--- src/rtl/vtc_timing.sv ---
// Video timing controller: free-running pixel/line counters with registered sync and active flags.
// Optional VTC_FRAME_PULSE_EN adds registered o_line_start / o_frame_start pulses.
module vtc_timing #(
  parameter int COUNTER_WIDTH = 10,
  parameter int H_ACTIVE      = 640,
  parameter int H_FP          = 16,
  parameter int H_SYNC        = 96,
  parameter int H_BP          = 48,
  parameter int V_ACTIVE      = 480,
  parameter int V_FP          = 10,
  parameter int V_SYNC        = 2,
  parameter int V_BP          = 33,
  parameter bit SYNC_POL      = 1'b0
) (
  input  logic                     i_clk,
  input  logic                     i_rst,
  output logic                     o_hsync,
  output logic                     o_vsync,
  output logic                     o_active,
`ifdef VTC_FRAME_PULSE_EN
  output logic                     o_line_start,
  output logic                     o_frame_start,
`endif
  output logic [COUNTER_WIDTH-1:0] o_counterX,
  output logic [COUNTER_WIDTH-1:0] o_counterY
);

  localparam int H_TOTAL = H_ACTIVE + H_FP + H_SYNC + H_BP;
  localparam int V_TOTAL = V_ACTIVE + V_FP + V_SYNC + V_BP;

  localparam logic [COUNTER_WIDTH-1:0] H_LAST = COUNTER_WIDTH'(H_TOTAL - 1);
  localparam logic [COUNTER_WIDTH-1:0] V_LAST = COUNTER_WIDTH'(V_TOTAL - 1);
  localparam logic [COUNTER_WIDTH-1:0] H_ACT  = COUNTER_WIDTH'(H_ACTIVE);
  localparam logic [COUNTER_WIDTH-1:0] V_ACT  = COUNTER_WIDTH'(V_ACTIVE);
  localparam logic [COUNTER_WIDTH-1:0] HS_BEG = COUNTER_WIDTH'(H_ACTIVE + H_FP);
  localparam logic [COUNTER_WIDTH-1:0] HS_END = COUNTER_WIDTH'(H_ACTIVE + H_FP + H_SYNC);
  localparam logic [COUNTER_WIDTH-1:0] VS_BEG = COUNTER_WIDTH'(V_ACTIVE + V_FP);
  localparam logic [COUNTER_WIDTH-1:0] VS_END = COUNTER_WIDTH'(V_ACTIVE + V_FP + V_SYNC);

  logic [COUNTER_WIDTH-1:0] x_q, x_d, y_q, y_d;
  logic                     hsync_q, hsync_d, vsync_q, vsync_d, active_q, active_d;

  // Flags are decoded from the next counter values so they land on the same edge as the counters.
  always_comb begin
    x_d = x_q + 1'b1;
    y_d = y_q;
    if (x_q == H_LAST) begin
      x_d = '0;
      y_d = (y_q == V_LAST) ? '0 : y_q + 1'b1;
    end
    active_d = (x_d < H_ACT) && (y_d < V_ACT);
    hsync_d  = ((x_d >= HS_BEG) && (x_d < HS_END)) ? SYNC_POL : ~SYNC_POL;
    vsync_d  = ((y_d >= VS_BEG) && (y_d < VS_END)) ? SYNC_POL : ~SYNC_POL;
  end

  always_ff @(posedge i_clk or posedge i_rst) begin
    if (i_rst) begin
      x_q      <= H_LAST;
      y_q      <= V_LAST;
      active_q <= 1'b0;
      hsync_q  <= ~SYNC_POL;
      vsync_q  <= ~SYNC_POL;
    end else begin
      x_q      <= x_d;
      y_q      <= y_d;
      active_q <= active_d;
      hsync_q  <= hsync_d;
      vsync_q  <= vsync_d;
    end
  end

  assign o_counterX = x_q;
  assign o_counterY = y_q;
  assign o_active   = active_q;
  assign o_hsync    = hsync_q;
  assign o_vsync    = vsync_q;

`ifdef VTC_FRAME_PULSE_EN
  logic line_start_q, frame_start_q;

  always_ff @(posedge i_clk or posedge i_rst) begin
    if (i_rst) begin
      line_start_q  <= 1'b0;
      frame_start_q <= 1'b0;
    end else begin
      line_start_q  <= (x_d == '0);
      frame_start_q <= (x_d == '0) && (y_d == '0);
    end
  end

  assign o_line_start  = line_start_q;
  assign o_frame_start = frame_start_q;
`endif

endmodule

--- config.mk ---
export PLATFORM = sky130hd
export DESIGN_NAME = vtc_timing
export DESIGN_NICKNAME = d
export VERILOG_FILES = /design/src/rtl/vtc_timing.sv
export SDC_FILE = /design/constraint.sdc
export NUM_CORES = 1
export LEC_CHECK = 0
export BUFFER_PORTS_ARGS = -buffer_cell sky130_fd_sc_hd__buf_2
export CAP_MARGIN = 20
export CORE_MARGIN = 3
export CORE_UTILIZATION = 57
export CTS_BUF_LIST = sky130_fd_sc_hd__clkbuf_8
export CTS_CLUSTER_SIZE = 14
export DETAILED_ROUTE_END_ITERATION = 8
export PLACE_DENSITY = 0.9
export SLEW_MARGIN = 20
export SYNTH_ARGS = -nofsm -noshare
export SYNTH_HDL_FRONTEND = slang
export SYNTH_SLANG_ARGS = --single-unit
--- constraint.sdc ---
create_clock -name i_clk -period 2.3 [get_ports i_clk]
set_input_delay 0.23 -clock i_clk [delete_from_list [all_inputs] [get_ports i_clk]]
set_output_delay 0.23 -clock i_clk [all_outputs]
set_load 0.02 [all_outputs]
==> out/metrics.cfg, run 1 <==
[run_status]
outcome=completed

[worst_setup_path]
crit_type=register to register
startpoint_type=register
cp_data_arrival_time_ns=2.40
cp_slowest_cell=dfstp_2
end_kind=register
critical_path.max_fanout=7
crit_chain=ha_2, nand4_4, nor4_2, mux2_2, nor3_1, nand4_1
crit_buf_inv=0
crit_family=simple AND/OR/NAND/NOR gates
crit_required_ns=2.47
r2r_setup_slack_ns=0.06
max_stage_delay_ns=0.57

[cells_and_area]
fin_cells=191
layout-drive-gt1-share_pct=37.4
multiInputGateArea_um2=771
layout.nets=169
syn_to_final_growth_pct=15.6
seq_area_um2=591
diodes=0
fillers=157
finish.utilization_pct=71.1
final_area_um2=1620

[floorplan]
chipHeight_um=55.6
dieWidth_um=55.6
floorplan.initialDensity_pct=61.5
rows=17
ios=25
core_area_um2=2280
die_area_um2=3090

[drt]
wirelength_um=3530
via_count=1278
top_layer=met4
dr_wl_met2_um=1690
drt-initial-drc-count=103
firstDrtPassIters=5
wl_per_cell_um=18.5
wl_met1_um=1440
remaining_drc_errors=0
viasPerCell=6.69
antenna_left=0
route.met3.wl_um=310

[placed_design]
port_buffers=24
pre_cts_slack_ns=-0.0340
place_area_um2=1540
globalplace.congestion=0.956
dp_cells=187
dp_hpwl_um=2320

[logic_synthesis]
ys_ff_latch=23
synth-edff-count=0
synth_nets=145
ys_warn_count=0
async_flop_share_pct=100
synthCells=140
synthFlopType=dfstp_2
syn-mean-instance-area_um2=10.0
syn_area_um2=1400
yosysUniqueCellTypes=48
synth-seq-area-share_pct=42.2

[sta]
timing.fmax_mhz=447
relSlewSlack_pct=43.0
setup_slack_ns=0.0619
min_period_over_period_pct=97.3
tns_ns=0
finalHoldViolations=0
setup_viol=0
report.final.slew_viol_count=0
worstMarginPinSlew_ns=0.854
fin_worst_skew_ns=0.00416
holdWs_ns=0.122
post-route-min-period_ns=2.24

[cts]
clock-sinks=23
cts_made_buffers=3
worstSkewPairLatency_ns=0.27
cts_root_buf=clkbuf_8
cts_setup_buffers=0
cts_buffer_depth=2
hold_buffers=0
htree_levels=1
cts_tree=built
clkTransAtPathRegs_ns=0.09

[pwr]
ir_worst_vdd_uv=387
p_total_mw=0.670
power_density_nw_per_um2=414
leakagePower_nw=0.690

[global_route]
grt_overflow_total=0
gr-usage-all-layers_pct=22.5
grt_max_degree=24
antenna_found_initial=0
grt_pass1_wl_um=5510
grt_pass1_vias=1094

[worst_hold_path]
holdCritPathClass=input pin to asynchronous set/reset pin

[job]
maxCapViolations=0

## state kept, by name, indices dropped and copies added, names as in the netlist
name	count
o_counterX	10
o_counterY	10
o_active	1
o_hsync	1
o_vsync	1
## cell type report
cell class | instances | area share, %
inverter | 5 | 1.16
clock buffer | 3 | 2.55
multi-input combinational | 102 | 47.6
timing repair buffer | 29 | 9.74
tap | 28 | 2.16
clock inverter | 1 | 0.309
sequential | 23 | 36.5
## kinds of logic after synthesis
kind of cell | after synthesis | synth area share (%)
buffers and inverters | 15 | 5.45
AOI/OAI and AO/OA | 25 | 14.4
muxes | 2 | 1.61
DFF | 23 | 42.2
and+or+nand+nor | 62 | 27.4
adders and majority gates | 3 | 2.68
xor gates and xnor gates | 10 | 6.26
## per-layer routing
layer / track usage, % / vias to the layer above
met5: 0 / -
met4: 6.94 / 0
met3: 3.50 / 12
met2: 35.1 / 88
met1: 32.2 / 619
li1: - / 559
## power breakdown
group          switching (mW)  total, mW  internal [mW]
logic                 0.00760    0.00828       0.000680
clock network           0.136      0.257          0.121
registers                   0      0.405          0.405
total                   0.143      0.670          0.527
## path summary, 6_finish.rpt
check / from / to / depth (start not counted)
min reg2reg: o_counterY[8]$_DFF_PP0_ / o_counterY[8]$_DFF_PP0_ / 1
min in group i_clk: o_counterY[8]$_DFF_PP0_ / o_counterY[8]$_DFF_PP0_ / 1
max: o_counterX[0]$_DFF_PP1_ / o_vsync$_DFF_PP1_ / 6
max in group asynchronous: i_rst / o_counterX[6]$_DFF_PP0_ / 2
min: i_rst / o_counterY[4]$_DFF_PP0_ / 2
max reg2reg: o_counterX[0]$_DFF_PP1_ / o_vsync$_DFF_PP1_ / 6
## synthesized netlist by cell type (3+ instances only)
cell	count	share of area (%)
nand3_1	14	5.0
nor4_1	3	1.3
ha_1	3	2.7
nor2_1	6	1.6
clkbuf_1	4	1.1
buf_2	3	1.1
dfrtp_1	11	20
or3_1	3	1.3
inv_1	5	1.3
nor3_1	5	1.8
nand2_1	12	3.2
xnor2_1	7	4.4
o21ai_0	7	2.5
dfstp_2	12	23
xor2_1	3	1.9
## repair_timing
action / CTS / global route
pin swaps: 0 / 1
endpoints found under the setup margin: 1 / 6
gates resized for setup: 2 / 4
## placed cells by master (no fill, tap or decap), drive strengths merged, types with 2 or more instances in the layout
| cell | count |
|---|---|
| mux2 | 2 |
| dfrtp | 11 |
| nor4 | 4 |
| clkbuf | 3 |
| buf | 29 |
| a2bb2oi | 2 |
| o21ai | 7 |
| or3 | 3 |
| nand2b | 2 |
| xor2 | 3 |
| dfstp | 12 |
| xnor2 | 7 |
| o31ai | 2 |
| inv | 5 |
| nor3 | 7 |
| and4 | 2 |
| a21oi | 2 |
| nand3 | 15 |
| nand4b | 2 |
| nor2 | 6 |
| nand2 | 12 |
| a31oi | 3 |
| nand4 | 3 |
| ha | 3 |
Note: power is estimated with default switching activity, not from simulation.
==> inputs of run 2 (changes only) <==
Settings changed: CORE_UTILIZATION 57 to 61, PLACE_DENSITY 0.9 to 0.95.
Clock period 2.3 ns to 2.8 ns, I/O delays scaled along.
==> run 2 against run 1 <==
Compared with the run above:
- sequential power fell by 18%
- register-to-register slack better by 0.32 ns
- sequential cell count is the same
- critical path depth rose by 1
- sequential share of layout area grew 1.6 points
- cell area fell by 4.3%
- die area fell by 5.9%
- total power down 19%
- clock power decreased by 21%
- global-route usage rose by 3.2 points
- final cell count fell by 2.6%
- clock skew grew 0.0013 ns
- critical endpoint unchanged
- largest power group unchanged
==> out/metrics.cfg, run 2 (synthesis results as in run 1) <==
[placed_design]
globalplace.congestion=0.886
port_buffers=24
place_area_um2=1500
dp_hpwl_um=2200

[worst_hold_path]
holdCritPathClass=input pin to asynchronous set/reset pin

[cts]
cts_buffer_depth=2
cts_tree=built
cts.repair.resized=0
cts_made_buffers=3
cts_root_buf=clkbuf_8
cts_setup_buffers=0
hold_buffers=0
clkTransAtPathRegs_ns=0.08
htree_levels=1
clock-sinks=23
worstSkewPairLatency_ns=0.27

[pwr]
pwr-share-seq_pct=61.2
p_sw_share_pct=20.6
netSwitchingPower_mw=0.112
pwr-share-comb_pct=1.2
p_clk_share_pct=37.6
leakagePower_nw=0.637
power_density_nw_per_um2=351
cellInternalPower_mw=0.431
ir_worst_vdd_uv=259

[floorplan]
die_area_um2=2910
core_area_um2=2060
rows=16
floorplan.initialDensity_pct=67.9
ios=25
dieWidth_um=53.9
chipHeight_um=53.9

[global_route]
antenna_found_initial=0
grt_max_degree=24
gr-usage-all-layers_pct=25.7
grt_pass1_vias=1107
grt_pass1_wl_um=5320
grt_overflow_total=0

[sta]
post-route-min-period_ns=2.42
worstMarginPinSlew_ns=0.839
report.final.slew_viol_count=0
rsz0062_at_grt=false
relSlewSlack_pct=44.0
timing.fmax_mhz=413
finalHoldViolations=0
setup_viol=0
tns_ns=0
fin_worst_skew_ns=0.00545
min_period_over_period_pct=86.4

[drt]
antenna_left=0
wl_per_cell_um=16.8
drt-initial-drc-count=33
wirelength_um=3120
remaining_drc_errors=0
viasPerCell=6.42
firstDrtPassIters=4
via_count=1194

[worst_setup_path]
startpoint_type=register
crit_type=register to register
cp_data_arrival_time_ns=2.60
end_kind=register
critical_path.max_fanout=8
crit_required_ns=2.98

[cells_and_area]
final_area_um2=1550
syn_to_final_growth_pct=10.6
layout.cells.most_common=buf_2
layout.nets=165
seq_area_um2=591
diodes=0
final_cell_mix=buf_2, nand3_1, nand2_1, dfstp_2, dfrtp_1
finish.utilization_pct=75.1
fillers=149
layout-drive-gt1-share_pct=32.7
multiInputGateArea_um2=733

[job]
maxCapViolations=0

[run_status]
outcome=completed

-- run 2: stage by stage --
| step | setup WS [ns] | hold WS [ns] | power [mW] | cells |
|---|---|---|---|---|
| after floorplan | 0.682 | 0.273 | 0.343 | 140 |
| after global placement | 0.435 | 0.473 | 0.346 | 182 |
| after detailed placement | 0.422 | 0.490 | 0.346 | 182 |
| after CTS | 0.400 | 0.201 | 0.549 | 186 |
| after global routing | 0.213 | 0.246 | 0.568 | 186 |
| final | 0.381 | 0.170 | 0.544 | 186 |
-- run 2: critical path, cell delays in order (launching register included) --
cell and delay (ns):
dfstp_2 0.57, ha_1 0.24, nand4_2 0.21, nor3_1 0.51
buf_4 0.26, nand2_1 0.07, o31ai_1 0.34, nand4_1 0.13
-- run 2: metal layers --
layer	up-vias	part of all wire, %	global-route usage, %	routed length [um]
li1	552	-	-	-
met1	558	43	35.0	1340
met2	69	45	38.7	1420
met3	15	8.3	4.99	260
met4	0	3.3	12.8	103
met5	-	0	0	0
-- run 2: power by group through the flow --
stage / Sequential, mW / Clock [mW] / Combinational (mW)
floorplan: 0.339 / 0 / 0.00481
global placement: 0.339 / 0 / 0.00696
detailed placement: 0.339 / 0 / 0.00723
CTS: 0.333 / 0.208 / 0.00725
global route: 0.333 / 0.226 / 0.00821
finish: 0.333 / 0.204 / 0.00671
-- run 2: final timing paths --
path	cells after the start	slack, ns	start	endpoint
max	7	0.38	o_counterX[0]$_DFF_PP1_	o_vsync$_DFF_PP1_
min	2	0.17	i_rst	o_counterY[6]$_DFF_PP0_
min reg2reg	1	0.54	o_counterX[0]$_DFF_PP1_	o_counterX[0]$_DFF_PP1_
max in group asynchronous	2	2.11	i_rst	o_counterX[7]$_DFF_PP0_
max reg2reg	7	0.38	o_counterX[0]$_DFF_PP1_	o_vsync$_DFF_PP1_
min in group i_clk	1	0.54	o_counterX[0]$_DFF_PP1_	o_counterX[0]$_DFF_PP1_
-- run 2: cell type report --
cell class	instances	area share, %
multi-input combinational	102	47.3
inverter	5	1.21
sequential	23	38.1
clock inverter	1	0.242
clock buffer	3	2.67
tap	27	2.18
timing repair buffer	25	8.24
==> inputs of run 3 (changes only) <==
Settings changed: CORE_ASPECT_RATIO set to 0.6, GPL_ROUTABILITY_DRIVEN set to 1.
==> run 3 against run 2 <==
Compared with the run above:
- setup slack better by 0.022 ns
- non-clock buffer count unchanged
- first-iteration DRC count rose to 3.1 times the previous value
- critical endpoint unchanged
- critical path type unchanged
- count of clock-buffer cells in the layout unchanged
- utilization up 2.5 points
==> out/metrics.cfg, run 3 (synthesis results as in run 1) <==
[sta]
rsz0062_at_grt=false
setup_viol=0
finalHoldViolations=0
post-route-min-period_ns=2.40
worstMarginPinSlew_ns=0.864
timing.fmax_mhz=417
fin_worst_skew_ns=0.00261
report.final.slew_viol_count=0
relSlewSlack_pct=42.3
min_period_over_period_pct=85.6
tns_ns=0

[placed_design]
place_area_um2=1510
port_buffers=24
dp_hpwl_um=2330
globalplace.congestion=0.904

[global_route]
grt_max_degree=24
grt_pass1_wl_um=5290
grt_pass1_vias=1106
gr-usage-all-layers_pct=24.5
grt_overflow_total=0
antenna_found_initial=0

[cells_and_area]
syn_to_final_growth_pct=10.7
layout.nets=165
layout.cells.most_common=buf_2
finish.utilization_pct=77.6
final_cell_mix=buf_2, nand3_1, nand2_1, dfstp_2, dfrtp_1
diodes=0
final_area_um2=1550
layout-drive-gt1-share_pct=32.7

[drt]
remaining_drc_errors=0
antenna_left=0
wirelength_um=3210
firstDrtPassIters=4
drt-initial-drc-count=101
wl_per_cell_um=17.2
via_count=1222
viasPerCell=6.53

[pwr]
ir_worst_vdd_uv=340
power_density_nw_per_um2=349
leakagePower_nw=0.637

[worst_setup_path]
startpoint_type=register
crit_required_ns=2.97
end_kind=register
critical_path.max_fanout=7
cp_data_arrival_time_ns=2.56
crit_type=register to register

[cts]
cts_root_buf=clkbuf_8
clock-sinks=23
cts_made_buffers=3
cts.repair.resized=0
worstSkewPairLatency_ns=0.26
hold_buffers=0
htree_levels=1
cts_buffer_depth=2
cts_setup_buffers=0
cts_tree=built
clkTransAtPathRegs_ns=0.08

[floorplan]
dieWidth_um=67.9
ios=25
chipHeight_um=43.1
die_area_um2=2930
core_area_um2=2000
floorplan.initialDensity_pct=70.1
rows=12

[run_status]
outcome=completed

[worst_hold_path]
holdCritPathClass=input pin to asynchronous set/reset pin

[job]
maxCapViolations=0

-- run 3: cell counts in the layout (fill, tap and decap cells not counted) --
No cell type changed its count.
-- run 3: through the flow --
step | hold slack, ns | total power [mW] | instances | setup slack [ns]
after floorplan | 0.273 | 0.343 | 140 | 0.682
after global placement | 0.486 | 0.346 | 183 | 0.594
after detailed placement | 0.502 | 0.346 | 183 | 0.499
after CTS | 0.215 | 0.545 | 187 | 0.462
after global routing | 0.243 | 0.563 | 187 | 0.140
final | 0.180 | 0.542 | 187 | 0.403
-- run 3: critical path, stage by stage (launching register included) --
cell and delay (ns):
dfstp_2 0.57, ha_1 0.26, nand4_2 0.23, nor3_1 0.56, nand2_1 0.17, o31ai_1 0.35
nand4_1 0.15
-- run 3: final timing paths --
kind                       slack (ns)               startpoint                      end  cells after the start
max                              0.40  o_counterX[0]$_DFF_PP1_        o_vsync$_DFF_PP1_                      6
min                              0.18                    i_rst  o_counterY[4]$_DFF_PP0_                      2
max reg2reg                      0.40  o_counterX[0]$_DFF_PP1_        o_vsync$_DFF_PP1_                      6
min reg2reg                      0.55  o_counterY[8]$_DFF_PP0_  o_counterY[8]$_DFF_PP0_                      1
max in group asynchronous        2.08                    i_rst  o_counterY[5]$_DFF_PP0_                      2
min in group i_clk               0.55  o_counterY[8]$_DFF_PP0_  o_counterY[8]$_DFF_PP0_                      1
-- run 3: layout make-up --
type	count	area [um2]
Fill cell	129	447
Clock buffer	3	41.3
Timing Repair Buffer	25	128
Sequential cell	23	591
Multi-Input combinational cell	102	733
Clock inverter	1	3.75
Inverter	5	18.8
Tap cell	28	35.0
-- run 3: power breakdown --
part           switching (mW)  internal, mW  total, mW  leakage (nW)
Combinational         0.00630      0.000558    0.00686         0.342
Clock                   0.104        0.0979      0.202        0.0269
Sequential                  0         0.333      0.333         0.268
Total                   0.110         0.431      0.542         0.637
-- run 3: metal layers --
layer	global-route usage (%)	vias to the layer above	share of wire (%)
li1	-	551	-
met1	35.7	591	45
met2	33.5	72	42
met3	8.20	8	10
met4	8.70	0	2.0
met5	0	-	0
